===== src/rtl/vga_tile_renderer_if.sv =====
// Pixel-coordinate/entity request bundle from the VGA timing side and the colour result back to the DAC.
// The timing counter is the master; the renderer is the slave.
interface vga_tile_renderer_if #(
   parameter int ENT_W = 2
) ();
   logic [9:0]       iVGA_X;
   logic [9:0]       iVGA_Y;
   logic [ENT_W-1:0] iEnt;
   logic [1:0]       iMode;
   logic [15:0]      oRGB;
   logic             oValid;
   logic             oFrameStart;

   modport master (
      output iVGA_X, iVGA_Y, iEnt, iMode,
      input  oRGB, oValid, oFrameStart
   );

   modport slave (
      input  iVGA_X, iVGA_Y, iEnt, iMode,
      output oRGB, oValid, oFrameStart
   );
endinterface


===== src/rtl/vga_tile_renderer.sv =====
// Maps (X, Y, entity) to an RGB565 pixel from tiled sprite ROMs + palette or a built-in test pattern.
// Fixed 2-cycle latency in every mode; no backpressure, one pixel accepted every clock.
module vga_tile_renderer #(
   parameter int          H_ACTIVE     = 640,
   parameter int          V_ACTIVE     = 480,
   parameter int          TILE_LOG2    = 4,
   parameter int          NUM_ENT      = 4,
   parameter int          ENT_W        = 2,
   parameter int          ENT_NOTHING  = 0,
   parameter int          PIX_W        = 3,
   parameter logic [15:0] BG_COLOR     = 16'hFFFF,
   parameter logic [NUM_ENT-1:0] BLINK_MASK = '0,
   parameter int          BLINK_LOG2   = 5,
   parameter string       SPRITE_FILE  = "sprites.hex",
   parameter string       PALETTE_FILE = "palette.hex",
   parameter logic [(2**ENT_W)*(2**(2*TILE_LOG2))*PIX_W-1:0] SPRITE_INIT  = '0,
   parameter logic [(2**PIX_W)*16-1:0]                       PALETTE_INIT = '0
) (
   input logic                iVGA_CLK,
   input logic                reset,
   vga_tile_renderer_if.slave vga
);

   localparam int ADDR_W    = ENT_W + 2*TILE_LOG2;
   localparam int ROM_DEPTH = 2**ADDR_W;
   localparam int PAL_DEPTH = 2**PIX_W;
   localparam int BAND_H    = V_ACTIVE / 8;
   localparam int FCNT_W    = BLINK_LOG2 + 1;
   localparam int EXT_W     = 2**ENT_W;
   localparam logic [EXT_W-1:0] BLINK_EXT = EXT_W'(BLINK_MASK);

   typedef enum logic [1:0] {
      MODE_GAME  = 2'd0,
      MODE_BARS  = 2'd1,
      MODE_CHECK = 2'd2,
      MODE_SOLID = 2'd3
   } mode_t;

   logic [PIX_W-1:0] spriteMem  [ROM_DEPTH];
   logic [15:0]      paletteMem [PAL_DEPTH];

   // Parameter images initialise the sprite ROM and palette.
   initial begin
      for (int i = 0; i < ROM_DEPTH; i++) spriteMem[i] = SPRITE_INIT[i*PIX_W +: PIX_W];
      for (int i = 0; i < PAL_DEPTH; i++) paletteMem[i] = PALETTE_INIT[i*16 +: 16];
   end

   logic              prevOrigin;
   mode_t             modeLatch;
   logic [FCNT_W-1:0] frameCnt;

   logic              origin, fs, active, empty, entOor;
   mode_t             effMode;
   logic [FCNT_W-1:0] effFrame;
   logic [ADDR_W-1:0] romAddr;
   logic [9:0]        band;
   logic [15:0]       patColor;

   logic              active1, empty1, game1, fs1;
   logic [15:0]       pat1;
   logic [PIX_W-1:0]  pixIdx1;

   // The frame-start pixel already belongs to the new frame, so it sees the new mode and blink phase.
   always_comb begin
      origin   = (vga.iVGA_X == 10'd0) && (vga.iVGA_Y == 10'd0);
      fs       = origin && !prevOrigin;
      effMode  = fs ? mode_t'(vga.iMode) : modeLatch;
      effFrame = fs ? frameCnt + 1'b1 : frameCnt;
      active   = (int'(vga.iVGA_X) < H_ACTIVE) && (int'(vga.iVGA_Y) < V_ACTIVE);
      entOor   = int'(vga.iEnt) >= NUM_ENT;
      empty    = (vga.iEnt == ENT_W'(ENT_NOTHING)) || entOor ||
                 (BLINK_EXT[vga.iEnt] && effFrame[BLINK_LOG2]);
      romAddr  = {vga.iEnt, vga.iVGA_Y[TILE_LOG2-1:0], vga.iVGA_X[TILE_LOG2-1:0]};
      band     = vga.iVGA_Y / 10'(BAND_H);
      patColor = BG_COLOR;
      case (effMode)
         MODE_BARS: begin
            if (band > 10'd7) patColor = 16'h0000;
            else patColor = {{5{~band[2]}}, {6{~band[0]}}, {5{~band[1]}}};
         end
         MODE_CHECK: begin
            if (vga.iVGA_X[TILE_LOG2] ^ vga.iVGA_Y[TILE_LOG2]) patColor = 16'h0000;
         end
         default: patColor = BG_COLOR;
      endcase
   end

   // Stage 1: the ROM output register doubles as the registered sprite address.
   always_ff @(posedge iVGA_CLK or posedge reset) begin
      if (reset) begin
         prevOrigin <= 1'b1;
         modeLatch  <= MODE_GAME;
         frameCnt   <= '0;
         active1    <= 1'b0;
         empty1     <= 1'b0;
         game1      <= 1'b0;
         fs1        <= 1'b0;
         pat1       <= 16'h0000;
         pixIdx1    <= '0;
      end else begin
         prevOrigin <= origin;
         if (fs) begin
            modeLatch <= effMode;
            frameCnt  <= effFrame;
         end
         active1 <= active;
         empty1  <= empty;
         game1   <= (effMode == MODE_GAME);
         fs1     <= fs;
         pat1    <= patColor;
         pixIdx1 <= (active && !empty) ? spriteMem[romAddr] : '0;
      end
   end

   // Stage 2: palette lookup and output register.
   always_ff @(posedge iVGA_CLK or posedge reset) begin
      if (reset) begin
         vga.oRGB        <= 16'h0000;
         vga.oValid      <= 1'b0;
         vga.oFrameStart <= 1'b0;
      end else begin
         vga.oValid      <= active1;
         vga.oFrameStart <= fs1;
         if (!active1)                        vga.oRGB <= 16'h0000;
         else if (!game1)                     vga.oRGB <= pat1;
         else if (empty1 || pixIdx1 == '0)    vga.oRGB <= BG_COLOR;
         else                                 vga.oRGB <= paletteMem[pixIdx1];
      end
   end

endmodule

===== src/flat_wrapper.sv =====
// flat-port wrapper written by rule: the top's interface ports become plain ports
module vga_tile_renderer_flat 
#(
   parameter int          H_ACTIVE     = 640,
   parameter int          V_ACTIVE     = 480,
   parameter int          TILE_LOG2    = 4,
   parameter int          NUM_ENT      = 4,
   parameter int          ENT_W        = 2,
   parameter int          ENT_NOTHING  = 0,
   parameter int          PIX_W        = 3,
   parameter logic [15:0] BG_COLOR     = 16'hFFFF,
   parameter logic [NUM_ENT-1:0] BLINK_MASK = '0,
   parameter int          BLINK_LOG2   = 5,
   parameter string       SPRITE_FILE  = "           ",
   parameter string       PALETTE_FILE = "           ",
   parameter logic [(2**ENT_W)*(2**(2*TILE_LOG2))*PIX_W-1:0] SPRITE_INIT  = '0,
   parameter logic [(2**PIX_W)*16-1:0]                       PALETTE_INIT = '0
)
  (iVGA_CLK, reset, vga_iVGA_X, vga_iVGA_Y, vga_iEnt, vga_iMode, vga_oRGB, vga_oValid, vga_oFrameStart);
  vga_tile_renderer_if #(.ENT_W(ENT_W)) vga_i ();
  input logic iVGA_CLK;
  input logic reset;
  input wire logic [$bits(vga_i.iVGA_X)-1:0] vga_iVGA_X;
  input wire logic [$bits(vga_i.iVGA_Y)-1:0] vga_iVGA_Y;
  input wire logic [$bits(vga_i.iEnt)-1:0] vga_iEnt;
  input wire logic [$bits(vga_i.iMode)-1:0] vga_iMode;
  output wire logic [$bits(vga_i.oRGB)-1:0] vga_oRGB;
  output wire logic [$bits(vga_i.oValid)-1:0] vga_oValid;
  output wire logic [$bits(vga_i.oFrameStart)-1:0] vga_oFrameStart;
  assign vga_i.iVGA_X = vga_iVGA_X;
  assign vga_i.iVGA_Y = vga_iVGA_Y;
  assign vga_i.iEnt = vga_iEnt;
  assign vga_i.iMode = vga_iMode;
  assign vga_oRGB = vga_i.oRGB;
  assign vga_oValid = vga_i.oValid;
  assign vga_oFrameStart = vga_i.oFrameStart;
  vga_tile_renderer #(.H_ACTIVE(H_ACTIVE), .V_ACTIVE(V_ACTIVE), .TILE_LOG2(TILE_LOG2), .NUM_ENT(NUM_ENT), .ENT_W(ENT_W), .ENT_NOTHING(ENT_NOTHING), .PIX_W(PIX_W), .BG_COLOR(BG_COLOR), .BLINK_MASK(BLINK_MASK), .BLINK_LOG2(BLINK_LOG2), .SPRITE_FILE(SPRITE_FILE), .PALETTE_FILE(PALETTE_FILE), .SPRITE_INIT(SPRITE_INIT), .PALETTE_INIT(PALETTE_INIT)) u_core (.iVGA_CLK(iVGA_CLK), .reset(reset), .vga(vga_i));
endmodule

===== config.mk =====
export PLATFORM = sky130hd
export DESIGN_NAME = vga_tile_renderer_flat
export DESIGN_NICKNAME = d
export VERILOG_FILES = /design/src/rtl/vga_tile_renderer_if.sv /design/src/rtl/vga_tile_renderer.sv /design/src/flat_wrapper.sv
export SDC_FILE = /design/constraint.sdc
export NUM_CORES = 1
export LEC_CHECK = 0
export ABC_CLOCK_PERIOD_IN_PS = 2700
export CORE_MARGIN = 4
export CORE_UTILIZATION = 40
export DETAILED_ROUTE_END_ITERATION = 10
export GPL_TIMING_DRIVEN = 0
export PLACE_DENSITY_LB_ADDON = 0.2
export SLEW_MARGIN = 5
export SYNTH_ARGS = -nofsm -noshare
export SYNTH_HDL_FRONTEND = slang
export SYNTH_SLANG_ARGS = --single-unit

===== constraint.sdc =====
create_clock -name iVGA_CLK -period 2.7 [get_ports iVGA_CLK]
set_input_delay 0.54 -clock iVGA_CLK [delete_from_list [all_inputs] [get_ports iVGA_CLK]]
set_output_delay 0.54 -clock iVGA_CLK [all_outputs]
set_load 0.02 [all_outputs]

# == Word level (Yosys, flattened, before mapping) ==
# Index checks and enable logic that the tools add are counted.
# Widths: inputs -> output; s select.
# totals
wordCells,49
regBits,50
out_inout_bits,18
input_bits,26
# op_classes
n_mux,11
div,1
eq_ne,2
n_addsub,1
reduce_logical,14
n_lt_le_gt_ge,4
bitwise_logic,4
# op_table
op,count
$mux 16,5
$pmux 16 s2,1
$logic_not 10->1,2
$div 10x6->10 const B,1
$gt 10x3->1 const B,1
$lt 10x10->1 const B,1
$lt 10x9->1 const B,1
$add 6x1->6 const B,1
$mux 6,1
$logic_and 1x1->1,5
$logic_not 2->1,2
$logic_not 3->1,1
$lt 2x3->1 const B,1
$mux 3,1
$not 1->1,3
$bmux 1 s2,1
$eq 2x1->1 const B,1
$eq 2x2->1 const B,1
$logic_not 1->1,2
$logic_or 1x1->1,2
$mux 2,1
$mux 1,1
$xor 1x1->1,1

# == Logic depth before layout (Yosys ltp) ==
# Gate-level depths: netlist of run 1.
# logic_depth
word_depth,9
mapped_depth,11

# == Worst setup path after synthesis of run 1 ==
# OpenSTA, ideal clock, no wires.
# synth_timing
kind,input port to flip-flop
start,input vga_iVGA_Y[4]
end,register u_core.pat1[10]
required_time_ns,2.561
path_slack_ns,0.085
path_buffers,1
cell_stages,10
setup_ns,0.139
arrival_ns,2.477
cell_sequence,buf_2 > or2_4 > or3_4 > nor3_4 > mux2_4 > inv_2 > ha_1 > a21boi_0 > nand2_1 > a2bb2oi_1
# synth_via
elab_chain_len,6
# synth_lines
element,line_no,rtl
"start, declared",flat_wrapper.sv:24,input wire logic [$bits(vga_i.iVGA_Y)-1:0] vga_iVGA_Y;
$logic_not 10->1 *,vga_tile_renderer.sv:65,origin = (vga.iVGA_X == 10'd0) && (vga.iVGA_Y == 10'd0);
$logic_and 1x1->1 *,vga_tile_renderer.sv:65,
$logic_and 1x1->1 *,vga_tile_renderer.sv:66,fs = origin && !prevOrigin;
named net u_core.fs,vga_tile_renderer.sv:52,"logic origin, fs, active, empty, entOor;"
$mux 2 *,vga_tile_renderer.sv:67,effMode = fs ? mode_t'(vga.iMode) : modeLatch;
named net u_core.effMode[0],vga_tile_renderer.sv:53,mode_t effMode;
$eq 2x2->1 or $eq 2x1->1 (tied branches),vga_tile_renderer.sv:76,case (effMode)
$pmux 16 s2 *,vga_tile_renderer.sv:76,
named net u_core.patColor[10],vga_tile_renderer.sv:57,logic [15:0] patColor;
"end signal, assigned",vga_tile_renderer.sv:110,pat1 <= patColor;
"end, declared",vga_tile_renderer.sv:60,logic [15:0] pat1;
# Mark *: on every way through the listed nets, which the timed path passes. The rest lies on a longest branch.
# A chain may end at the register's enable or synchronous reset.

# == Worst setup path in the final report of run 1 ==
# layout_timing
start,input vga_iVGA_X[4]
end,register u_core.pat1[10]
# layout_via
elab_chain_len,6
# layout_lines
element,line_no,rtl
"start, declared",flat_wrapper.sv:23,input wire logic [$bits(vga_i.iVGA_X)-1:0] vga_iVGA_X;
$logic_not 10->1 *,vga_tile_renderer.sv:65,
$logic_and 1x1->1 *,vga_tile_renderer.sv:65,
$logic_and 1x1->1 *,vga_tile_renderer.sv:66,
named net u_core.fs,vga_tile_renderer.sv:52,
$mux 2 *,vga_tile_renderer.sv:67,
named net u_core.effMode[0],vga_tile_renderer.sv:53,
$eq 2x2->1 or $eq 2x1->1 (tied branches),vga_tile_renderer.sv:76,
$pmux 16 s2 *,vga_tile_renderer.sv:76,
named net u_core.patColor[10],vga_tile_renderer.sv:57,
# Marked as above.

==> results of run 1 <==
-- cell type report --
class	count	area, um^2	area share, %
Multi-Input combinational cell	54	445	32.0
Timing Repair Buffer	39	393	28.2
Sequential cell	14	352	25.2
Buffer	17	123	8.80
Clock buffer	4	36.3	2.60
Tap cell	27	33.8	2.42
Inverter	3	11.3	0.808
-- stage by stage --
step	hold WS, ns	TNS [ns]
2_1_floorplan	0.331	0
3_3_place_gp	0.334	-1.27
3_5_place_dp	0.346	-1.52
4_1_cts	0.367	0
5_1_grt	0.386	0
6_report	0.365	0
-- how the worst max path moves through the flow --
stage	from	cells after the start	slack (ns)	end
final	vga_iVGA_X[4]	10	0.11	u_core.pat1[10]
after global routing	vga_iVGA_Y[9]	10	0.02	u_core.pat1[10]
after CTS	vga_iVGA_Y[6]	11	0.004	u_core.pat1[10]
after detailed placement	vga_iVGA_Y[6]	10	-0.57	u_core.pat1[10]
after global placement	vga_iVGA_Y[6]	10	-0.49	u_core.pat1[10]
after floorplan	vga_iVGA_Y[4]	10	0.08	u_core.pat1[10]
-- worst max-delay path: stages --
cell and delay [ns]:
sky130_fd_sc_hd__clkdlybuf4s50_1 0.44, sky130_fd_sc_hd__nor4_1 0.29, sky130_fd_sc_hd__nand4_1 0.20, sky130_fd_sc_hd__nor3_4 0.31
sky130_fd_sc_hd__mux2_4 0.34, sky130_fd_sc_hd__inv_2 0.06, sky130_fd_sc_hd__ha_1 0.13, sky130_fd_sc_hd__a21boi_4 0.21
sky130_fd_sc_hd__nand2_1 0.09, sky130_fd_sc_hd__a2bb2oi_2 0.13
-- layout by cell type, fill, tap and decap left out, types with 2 or more instances in the layout --
cell | Yosys | routed
sky130_fd_sc_hd__clkdlybuf4s50_1 | 0 | 36
sky130_fd_sc_hd__ha_1 | 3 | 3
sky130_fd_sc_hd__clkbuf_4 | 0 | 3
sky130_fd_sc_hd__buf_4 | 13 | 14
sky130_fd_sc_hd__o21a_1 | 4 | 4
sky130_fd_sc_hd__and3_1 | 2 | 2
sky130_fd_sc_hd__inv_2 | 2 | 2
sky130_fd_sc_hd__dfrtp_1 | 13 | 13
sky130_fd_sc_hd__mux2_4 | 2 | 2
sky130_fd_sc_hd__dlymetal6s2s_1 | 0 | 2
sky130_fd_sc_hd__nor4_1 | 4 | 3
sky130_fd_sc_hd__buf_2 | 2 | 2
sky130_fd_sc_hd__o21ai_0 | 4 | 2
sky130_fd_sc_hd__o21ai_1 | 0 | 2
sky130_fd_sc_hd__nand2_1 | 5 | 5
sky130_fd_sc_hd__xor2_1 | 2 | 2
sky130_fd_sc_hd__and2_1 | 2 | 2
sky130_fd_sc_hd__mux2_2 | 2 | 2
-- report_power, final --
| part | leakage [nW] | switching, mW | internal [mW] |
|---|---|---|---|
| clock | 0.0210 | 0.0640 | 0.0820 |
| combinational | 0.388 | 0.0658 | 0.0896 |
| sequential | 0.165 | 0.00495 | 0.215 |
| total | 0.574 | 0.135 | 0.386 |
-- registers in the layout, summed over array words and instances (netlist names) --
name / cells
u_core.game1: 1
u_core.pat1: 3
u_core.vga.oRGB: 3
u_core.modeLatch: 2
u_core.active1: 1
u_core.vga.oValid: 1
u_core.fs1: 1
u_core.vga.oFrameStart: 1
u_core.prevOrigin: 1
-- metal layers --
metal	vias up	share of wire, %	track usage [%]
li1	389	-	-
met1	346	35	11.4
met2	50	52	26.0
met3	4	11	2.80
met4	0	1.2	5.21
met5	-	0	0
-- cell usage after synthesis (all sizes together) (2+ instances only) --
cell     n
a21boi   2
a21oi    2
and2     3
and3     2
buf     16
dfrtp   13
ha       3
inv      3
mux2     4
nand2    5
nor4     4
o21a     4
o21ai    4
xor2     2
-- cells by family after synthesis --
group                    after synthesis  synth area share (%)
AO/OA/AOI/OAI                         22                  17.3
AND/OR/NAND/NOR                       21                  15.0
buffers and inverters                 20                  14.8
flip-flops                            14                  38.9
multiplexers                           4                  5.82
adder cells (fa/ha/maj)                4                  5.26
XOR/XNOR                               3                  2.91
-- what timing repair did --
action	CTS	global route
setup buffers	1	0
setup endpoints to repair	3	3
gates cloned	0	0
gates resized for setup	3	7
pin swaps	2	4
hold buffers	0	0
==> run_summary.xml, run 1 <==
<?xml version="1.0" encoding="UTF-8"?>
<metrics>
  <group name="clock_network">
    <metric name="clk_transition_reported_paths" unit="ns">0.09</metric>
    <metric name="htree_num_levels" unit="">1</metric>
    <metric name="max-clock-path-buffers" unit="">2</metric>
    <metric name="tritoncts.num_buffers" unit="">3</metric>
    <metric name="clkLatencyLatePin" unit="ns">0.28</metric>
    <metric name="clock-sinks" unit="">14</metric>
    <metric name="cts.root.buffer_cell" unit="">sky130_fd_sc_hd__clkbuf_4</metric>
    <metric name="tritoncts" unit="">yes</metric>
  </group>
  <group name="layout">
    <metric name="final_core_utilization" unit="%">67.6</metric>
    <metric name="final_cell_count_no_fill" unit="">158</metric>
    <metric name="syn_to_final_growth" unit="%">54.3</metric>
    <metric name="drive_above_1_share" unit="%">27.5</metric>
    <metric name="fill_cells" unit="">186</metric>
    <metric name="nNetsFinal" unit="">161</metric>
    <metric name="layout.cell_area.non_filler" unit="um^2">1390</metric>
    <metric name="num_antenna_cells" unit="">0</metric>
  </group>
  <group name="synth">
    <metric name="ys_top_cells_by_area" unit="">sky130_fd_sc_hd__dfrtp_1 36%, sky130_fd_sc_hd__buf_4 11%, sky130_fd_sc_hd__ha_1 4.2%, sky130_fd_sc_hd__mux2_4 3.3%, sky130_fd_sc_hd__o21a_1 3.3%</metric>
    <metric name="netlist_area" unit="um^2">903</metric>
    <metric name="async_flop_share" unit="%">100</metric>
    <metric name="synth_area_per_cell" unit="um^2">10.3</metric>
    <metric name="synth_seq_area_share" unit="%">38.9</metric>
    <metric name="synth-edff-count" unit="">0</metric>
    <metric name="synth-seq-cells" unit="">14</metric>
    <metric name="synth.yosys.warnings" unit="">0</metric>
    <metric name="yosysUniqueCellTypes" unit="">40</metric>
    <metric name="synthesis.instances" unit="">88</metric>
    <metric name="synthFlopType" unit="">sky130_fd_sc_hd__dfrtp_1</metric>
    <metric name="syn-num-nets" unit="">117</metric>
    <metric name="post_synth_top_area_cell" unit="">sky130_fd_sc_hd__dfrtp_1</metric>
    <metric name="yosysTopAreaCellShare" unit="%">36.0</metric>
  </group>
  <group name="setup_path">
    <metric name="timing.critical_path.to_type" unit="">flip-flop</metric>
    <metric name="crit-reg2reg-launch" unit="">u_core.prevOrigin</metric>
    <metric name="category_of_the_worst_setup_path_launch_point" unit="">input pin</metric>
    <metric name="worstRegToRegCells" unit="">7</metric>
    <metric name="cp_max_fo" unit="">4</metric>
    <metric name="endpoint_of_the_worst_slack_reg_to_reg_timing_path" unit="">u_core.pat1[10]</metric>
    <metric name="setup_cp_type" unit="">in -&gt; reg</metric>
    <metric name="timing.critical_path.arrival" unit="ns">2.75</metric>
    <metric name="regToRegSetupSlack" unit="ns">0.96</metric>
    <metric name="critPathRequiredTime" unit="ns">2.86</metric>
  </group>
  <group name="global_routing">
    <metric name="antenna_violations_before_repair" unit="">0</metric>
    <metric name="globalRouteTotalUtil" unit="%">12.6</metric>
    <metric name="number_of_global_route_vias_before_repair" unit="">781</metric>
    <metric name="grt_start_max_net_pins" unit="">15</metric>
    <metric name="grt_pass1_wl" unit="um">3190</metric>
    <metric name="globalRoute.totalOverflow" unit="">0</metric>
  </group>
  <group name="place">
    <metric name="placed_cell_area" unit="um^2">1320</metric>
    <metric name="dp.cells" unit="">153</metric>
    <metric name="port-buffer-count" unit="">38</metric>
    <metric name="dp_hpwl" unit="um">1560</metric>
    <metric name="dpl_worst_slack" unit="ns">-0.573</metric>
    <metric name="gp_congestion" unit="">0.804</metric>
  </group>
  <group name="floorplanning">
    <metric name="die_height" unit="um">55.5</metric>
    <metric name="die-area" unit="um^2">3080</metric>
    <metric name="row_count" unit="">16</metric>
    <metric name="die_span_x" unit="um">55.5</metric>
    <metric name="design.portCount" unit="">44</metric>
    <metric name="initial_utilization" unit="%">43.8</metric>
    <metric name="core-area" unit="um^2">2060</metric>
  </group>
  <group name="timing">
    <metric name="grt_setup_unrepaired" unit="">no</metric>
    <metric name="finalHoldViolCount" unit="">0</metric>
    <metric name="tightest_slew" unit="ns">0.504</metric>
    <metric name="setup-violations-final" unit="">0</metric>
    <metric name="worst_slew_margin_rel" unit="%">66.4</metric>
    <metric name="final.setup_skew" unit="ns">0.00974</metric>
    <metric name="finalCriticalPeriod" unit="ns">2.59</metric>
    <metric name="post-route-period-util" unit="%">95.8</metric>
    <metric name="setup_slack" unit="ns">0.112</metric>
    <metric name="fmaxAchievable" unit="MHz">386</metric>
    <metric name="drv_slew" unit="">0</metric>
  </group>
  <group name="hold_path">
    <metric name="whs_endpoint" unit="">u_core.vga.oFrameStart</metric>
    <metric name="hold_path.class" unit="">reg -&gt; reg</metric>
    <metric name="hold_start" unit="">u_core.fs1</metric>
    <metric name="min_delay_path_depth" unit="">0</metric>
  </group>
  <group name="routing">
    <metric name="detailedRoute.firstIterationViolations" unit="">3</metric>
    <metric name="detail_route.wl_per_cell" unit="um">12.0</metric>
    <metric name="drt_wl_total" unit="um">1900</metric>
    <metric name="drc_errors" unit="">0</metric>
    <metric name="detailroute.via_count" unit="">789</metric>
    <metric name="via_per_inst" unit="">4.99</metric>
    <metric name="length_of_the_first_detailed_routing_pass_in_iterations" unit="">4</metric>
    <metric name="ant_nets" unit="">0</metric>
  </group>
  <group name="run">
    <metric name="drv_cap" unit="">0</metric>
  </group>
  <group name="pwr">
    <metric name="pwr_density_cell" unit="nW/um^2">374</metric>
    <metric name="p_leak" unit="nW">0.574</metric>
    <metric name="design_power_total" unit="mW">0.521</metric>
    <metric name="vdd.ir_drop.worst" unit="uV">235</metric>
  </group>
  <group name="status">
    <metric name="outcome" unit="">finished clean</metric>
  </group>
</metrics>
Power figures use the tool's default switching activity.
==> run 2: changes to the inputs <==
--- a/config.mk
+++ b/config.mk
@@ -11,7 +11,7 @@
 export DETAILED_ROUTE_END_ITERATION = 10
 export GPL_TIMING_DRIVEN = 0
 export PLACE_DENSITY_LB_ADDON = 0.2
-export SLEW_MARGIN = 5
+export SLEW_MARGIN = 15
 export SYNTH_ARGS = -nofsm -noshare
 export SYNTH_HDL_FRONTEND = slang
 export SYNTH_SLANG_ARGS = --single-unit
==> results of run 2 <==
Final layout, timing and power as in run 1 (identical DEF).
==> run 3: changes to the inputs <==
--- a/config.mk
+++ b/config.mk
@@ -5,12 +5,15 @@
 export SDC_FILE = /design/constraint.sdc
 export NUM_CORES = 1
 export LEC_CHECK = 0
+export ABC_AREA = 1
 export ABC_CLOCK_PERIOD_IN_PS = 2700
 export CORE_MARGIN = 4
 export CORE_UTILIZATION = 40
+export CTS_CLUSTER_SIZE = 12
 export DETAILED_ROUTE_END_ITERATION = 10
 export GPL_TIMING_DRIVEN = 0
 export PLACE_DENSITY_LB_ADDON = 0.2
+export SETUP_SLACK_MARGIN = 0.15
 export SLEW_MARGIN = 15
 export SYNTH_ARGS = -nofsm -noshare
 export SYNTH_HDL_FRONTEND = slang
==> run_summary.xml, run 3 <==
<?xml version="1.0" encoding="UTF-8"?>
<metrics>
  <group name="timing">
    <metric name="setup-violations-final" unit="">0</metric>
    <metric name="drv_slew" unit="">0</metric>
    <metric name="finalHoldViolCount" unit="">0</metric>
    <metric name="final_total_negative_setup_slack" unit="ns">0</metric>
    <metric name="final.setup_skew" unit="ns">0.00193</metric>
    <metric name="worst_slew_margin_rel" unit="%">66.6</metric>
    <metric name="grt_setup_unrepaired" unit="">no</metric>
    <metric name="post-route-period-util" unit="%">89.5</metric>
    <metric name="fmaxAchievable" unit="MHz">414</metric>
    <metric name="finalCriticalPeriod" unit="ns">2.42</metric>
    <metric name="tightest_slew" unit="ns">0.500</metric>
  </group>
  <group name="global_routing">
    <metric name="globalRoute.totalOverflow" unit="">0</metric>
    <metric name="grt_start_max_net_pins" unit="">15</metric>
    <metric name="number_of_global_route_vias_before_repair" unit="">947</metric>
    <metric name="antenna_violations_before_repair" unit="">0</metric>
    <metric name="grt_pass1_wl" unit="um">3840</metric>
    <metric name="globalRouteTotalUtil" unit="%">14.7</metric>
  </group>
  <group name="setup_path">
    <metric name="path_delay_family" unit="">simple AND/OR/NAND/NOR gates</metric>
    <metric name="path_common_cell" unit="">sky130_fd_sc_hd__nand2_1</metric>
    <metric name="timing.critical_path.slowest_cell_delay" unit="ns">0.39</metric>
    <metric name="category_of_the_worst_setup_path_launch_point" unit="">input pin</metric>
    <metric name="critPathRequiredTime" unit="ns">2.91</metric>
    <metric name="worstPathBufferInverterCount" unit="">3</metric>
    <metric name="timing.critical_path.slowest_stage_cell" unit="">sky130_fd_sc_hd__clkdlybuf4s50_1</metric>
    <metric name="path_cells" unit="">clkdlybuf4s50_1 &gt; or2_1 &gt; nor3_2 &gt; nand3_1 &gt; nor4_4 &gt; nand2_2 &gt; inv_4 &gt; nand2_1 &gt; and2_4 &gt; inv_2 &gt; ha_2 &gt; nand4_1 &gt; nor2_1 &gt; nand2_1 &gt; nand2_1</metric>
    <metric name="timing.critical_path.to_type" unit="">flip-flop</metric>
    <metric name="regToRegSetupSlack" unit="ns">1.18</metric>
    <metric name="setup_cp_type" unit="">in -&gt; reg</metric>
    <metric name="cp_max_fo" unit="">4</metric>
    <metric name="timing.critical_path.arrival" unit="ns">2.63</metric>
  </group>
  <group name="synth">
    <metric name="ys_top_cells_by_area" unit="">sky130_fd_sc_hd__dfrtp_1 32%, sky130_fd_sc_hd__nand2_1 9.9%, sky130_fd_sc_hd__buf_4 9.5%, sky130_fd_sc_hd__nand2_2 4.9%, sky130_fd_sc_hd__inv_1 4.8%</metric>
    <metric name="synth_compound_area_share" unit="%">5.14</metric>
    <metric name="synth.mux.area_fraction" unit="%">0</metric>
    <metric name="synth_top_family_by_area" unit="">simple AND/OR/NAND/NOR gates</metric>
    <metric name="synth_area_per_cell" unit="um^2">7.63</metric>
    <metric name="synthesis.instances" unit="">134</metric>
    <metric name="post_synth_top_area_cell" unit="">sky130_fd_sc_hd__dfrtp_1</metric>
    <metric name="yosys.area_share.adder" unit="%">3.67</metric>
    <metric name="async_flop_share" unit="%">100</metric>
    <metric name="synth_simple_gate_area_share" unit="%">40.3</metric>
    <metric name="syn-num-nets" unit="">163</metric>
    <metric name="synth.yosys.warnings" unit="">0</metric>
    <metric name="netlist_area" unit="um^2">1020</metric>
    <metric name="synth-edff-count" unit="">0</metric>
    <metric name="synth-seq-cells" unit="">14</metric>
    <metric name="synthesized_area_fraction_occupied_by_xor_and_xnor_cells" unit="%">0</metric>
    <metric name="synth.most_common_cell" unit="">sky130_fd_sc_hd__nand2_1</metric>
    <metric name="synth_common_cells" unit="">27 x sky130_fd_sc_hd__nand2_1, 13 x sky130_fd_sc_hd__buf_4, 13 x sky130_fd_sc_hd__dfrtp_1, 13 x sky130_fd_sc_hd__inv_1, 12 x sky130_fd_sc_hd__nor2_1</metric>
    <metric name="yosysUniqueCellTypes" unit="">27</metric>
    <metric name="synth_seq_area_share" unit="%">34.4</metric>
    <metric name="yosysTopAreaCellShare" unit="%">31.8</metric>
    <metric name="synthFlopType" unit="">sky130_fd_sc_hd__dfrtp_1</metric>
  </group>
  <group name="place">
    <metric name="gp_congestion" unit="">0.785</metric>
    <metric name="dp_hpwl" unit="um">1900</metric>
    <metric name="placed_cell_area" unit="um^2">1470</metric>
    <metric name="port-buffer-count" unit="">41</metric>
  </group>
  <group name="routing">
    <metric name="length_of_the_first_detailed_routing_pass_in_iterations" unit="">4</metric>
    <metric name="ant_nets" unit="">0</metric>
    <metric name="detailedRoute.firstIterationViolations" unit="">17</metric>
    <metric name="drt_wl_total" unit="um">2260</metric>
    <metric name="detailroute.via_count" unit="">995</metric>
    <metric name="via_per_inst" unit="">4.69</metric>
    <metric name="drc_errors" unit="">0</metric>
    <metric name="detail_route.wl_per_cell" unit="um">10.7</metric>
  </group>
  <group name="layout">
    <metric name="reg.largest.list" unit="">u_core.pat1: 3 flops, u_core.vga.oRGB: 3 flops, u_core.modeLatch: 2 flops</metric>
    <metric name="layout.cells.most_common" unit="">sky130_fd_sc_hd__clkdlybuf4s50_1</metric>
    <metric name="num_antenna_cells" unit="">0</metric>
    <metric name="layout.cell_area.non_filler" unit="um^2">1570</metric>
    <metric name="nNetsFinal" unit="">212</metric>
    <metric name="layout_common_cells" unit="">36 x sky130_fd_sc_hd__clkdlybuf4s50_1, 26 x sky130_fd_sc_hd__nand2_1, 16 x sky130_fd_sc_hd__buf_4</metric>
    <metric name="final_core_utilization" unit="%">64.0</metric>
    <metric name="syn_to_final_growth" unit="%">53.7</metric>
    <metric name="drive_above_1_share" unit="%">29.1</metric>
  </group>
  <group name="clock_network">
    <metric name="tritoncts.num_buffers" unit="">3</metric>
    <metric name="clock-sinks" unit="">14</metric>
    <metric name="max-clock-path-buffers" unit="">2</metric>
    <metric name="clk_transition_reported_paths" unit="ns">0.08</metric>
    <metric name="tritoncts" unit="">yes</metric>
    <metric name="htree_num_levels" unit="">1</metric>
    <metric name="clkLatencyLatePin" unit="ns">0.27</metric>
    <metric name="cts.root.buffer_cell" unit="">sky130_fd_sc_hd__clkbuf_4</metric>
  </group>
  <group name="pwr">
    <metric name="p_leak" unit="nW">0.759</metric>
    <metric name="pwr_density_cell" unit="nW/um^2">362</metric>
    <metric name="vdd.ir_drop.worst" unit="uV">210</metric>
  </group>
  <group name="floorplanning">
    <metric name="row_count" unit="">18</metric>
    <metric name="design.portCount" unit="">44</metric>
    <metric name="die_height" unit="um">58.6</metric>
    <metric name="die_span_x" unit="um">58.6</metric>
    <metric name="initial_utilization" unit="%">41.6</metric>
    <metric name="die-area" unit="um^2">3430</metric>
    <metric name="core-area" unit="um^2">2450</metric>
  </group>
  <group name="run">
    <metric name="drv_cap" unit="">0</metric>
  </group>
  <group name="hold_path">
    <metric name="hold_path.class" unit="">reg -&gt; reg</metric>
  </group>
  <group name="status">
    <metric name="outcome" unit="">finished clean</metric>
  </group>
</metrics>
[run 3: cells by family (layout without fill, tap and decap cells)]
group | after synthesis | count (layout)
AO/OA/AOI/OAI | 7 | 7
adder cells (fa/ha/maj) | 3 | 3
buffers and inverters | 32 | 80
flip-flops | 14 | 14
AND/OR/NAND/NOR | 78 | 78
[run 3: cell type report]
cell class / instances / area [um^2]
Fill cell: 210 / 883
Multi-Input combinational cell: 88 / 537
Timing Repair Buffer: 44 / 438
Sequential cell: 14 / 352
Buffer: 13 / 97.6
Inverter: 19 / 73.8
Tap cell: 30 / 37.5
Clock buffer: 4 / 36.3
[run 3: routing by layer]
metal	global-route usage, %	routed length [um]	vias to the layer above
li1	-	-	508
met1	15.1	791	447
met2	28.1	1260	38
met3	1.54	173	2
met4	8.94	30	0
met5	0	0	-
[run 3: final timing paths]
kind,cells after the start,from,to
max in group asynchronous,2,reset,u_core.prevOrigin
min in group asynchronous,2,reset,u_core.modeLatch[1]
worst max-delay path,15,vga_iVGA_X[7],u_core.pat1[4]
worst max register to register,11,u_core.prevOrigin,u_core.pat1[10]
worst min register to register,0,u_core.fs1,u_core.vga.oFrameStart
worst min-delay path,0,u_core.fs1,u_core.vga.oFrameStart
[run 3: where the power goes]
group          internal (mW)  switching [mW]  total, mW
registers              0.216         0.00539      0.221
clock network         0.0819          0.0616      0.144
logic                  0.107          0.0979      0.205
total                  0.405           0.165      0.570
[run 3: repair_timing]
| item | 4_1_cts | 5_1_grt |
|---|---|---|
| buffers inserted | 2 | 1 |
| hold endpoints to repair | 0 | 0 |
| gates cloned | 0 | 0 |
| hold buffers | 0 | 0 |
| resized for setup | 11 | 7 |
| setup endpoints to repair | 3 | 3 |
| pin swaps | 8 | 7 |
[run 3: stage by stage]
stage          hold WS, ns  setup slack, ns  power, mW  std cells
2_1_floorplan        0.331            0.533      0.337        134
3_3_place_gp         0.339           -0.295      0.425        205
3_5_place_dp         0.355           -0.319      0.431        205
4_1_cts              0.374            0.211      0.581        211
5_1_grt              0.396            0.132      0.611        212
6_report             0.367            0.284      0.570        212
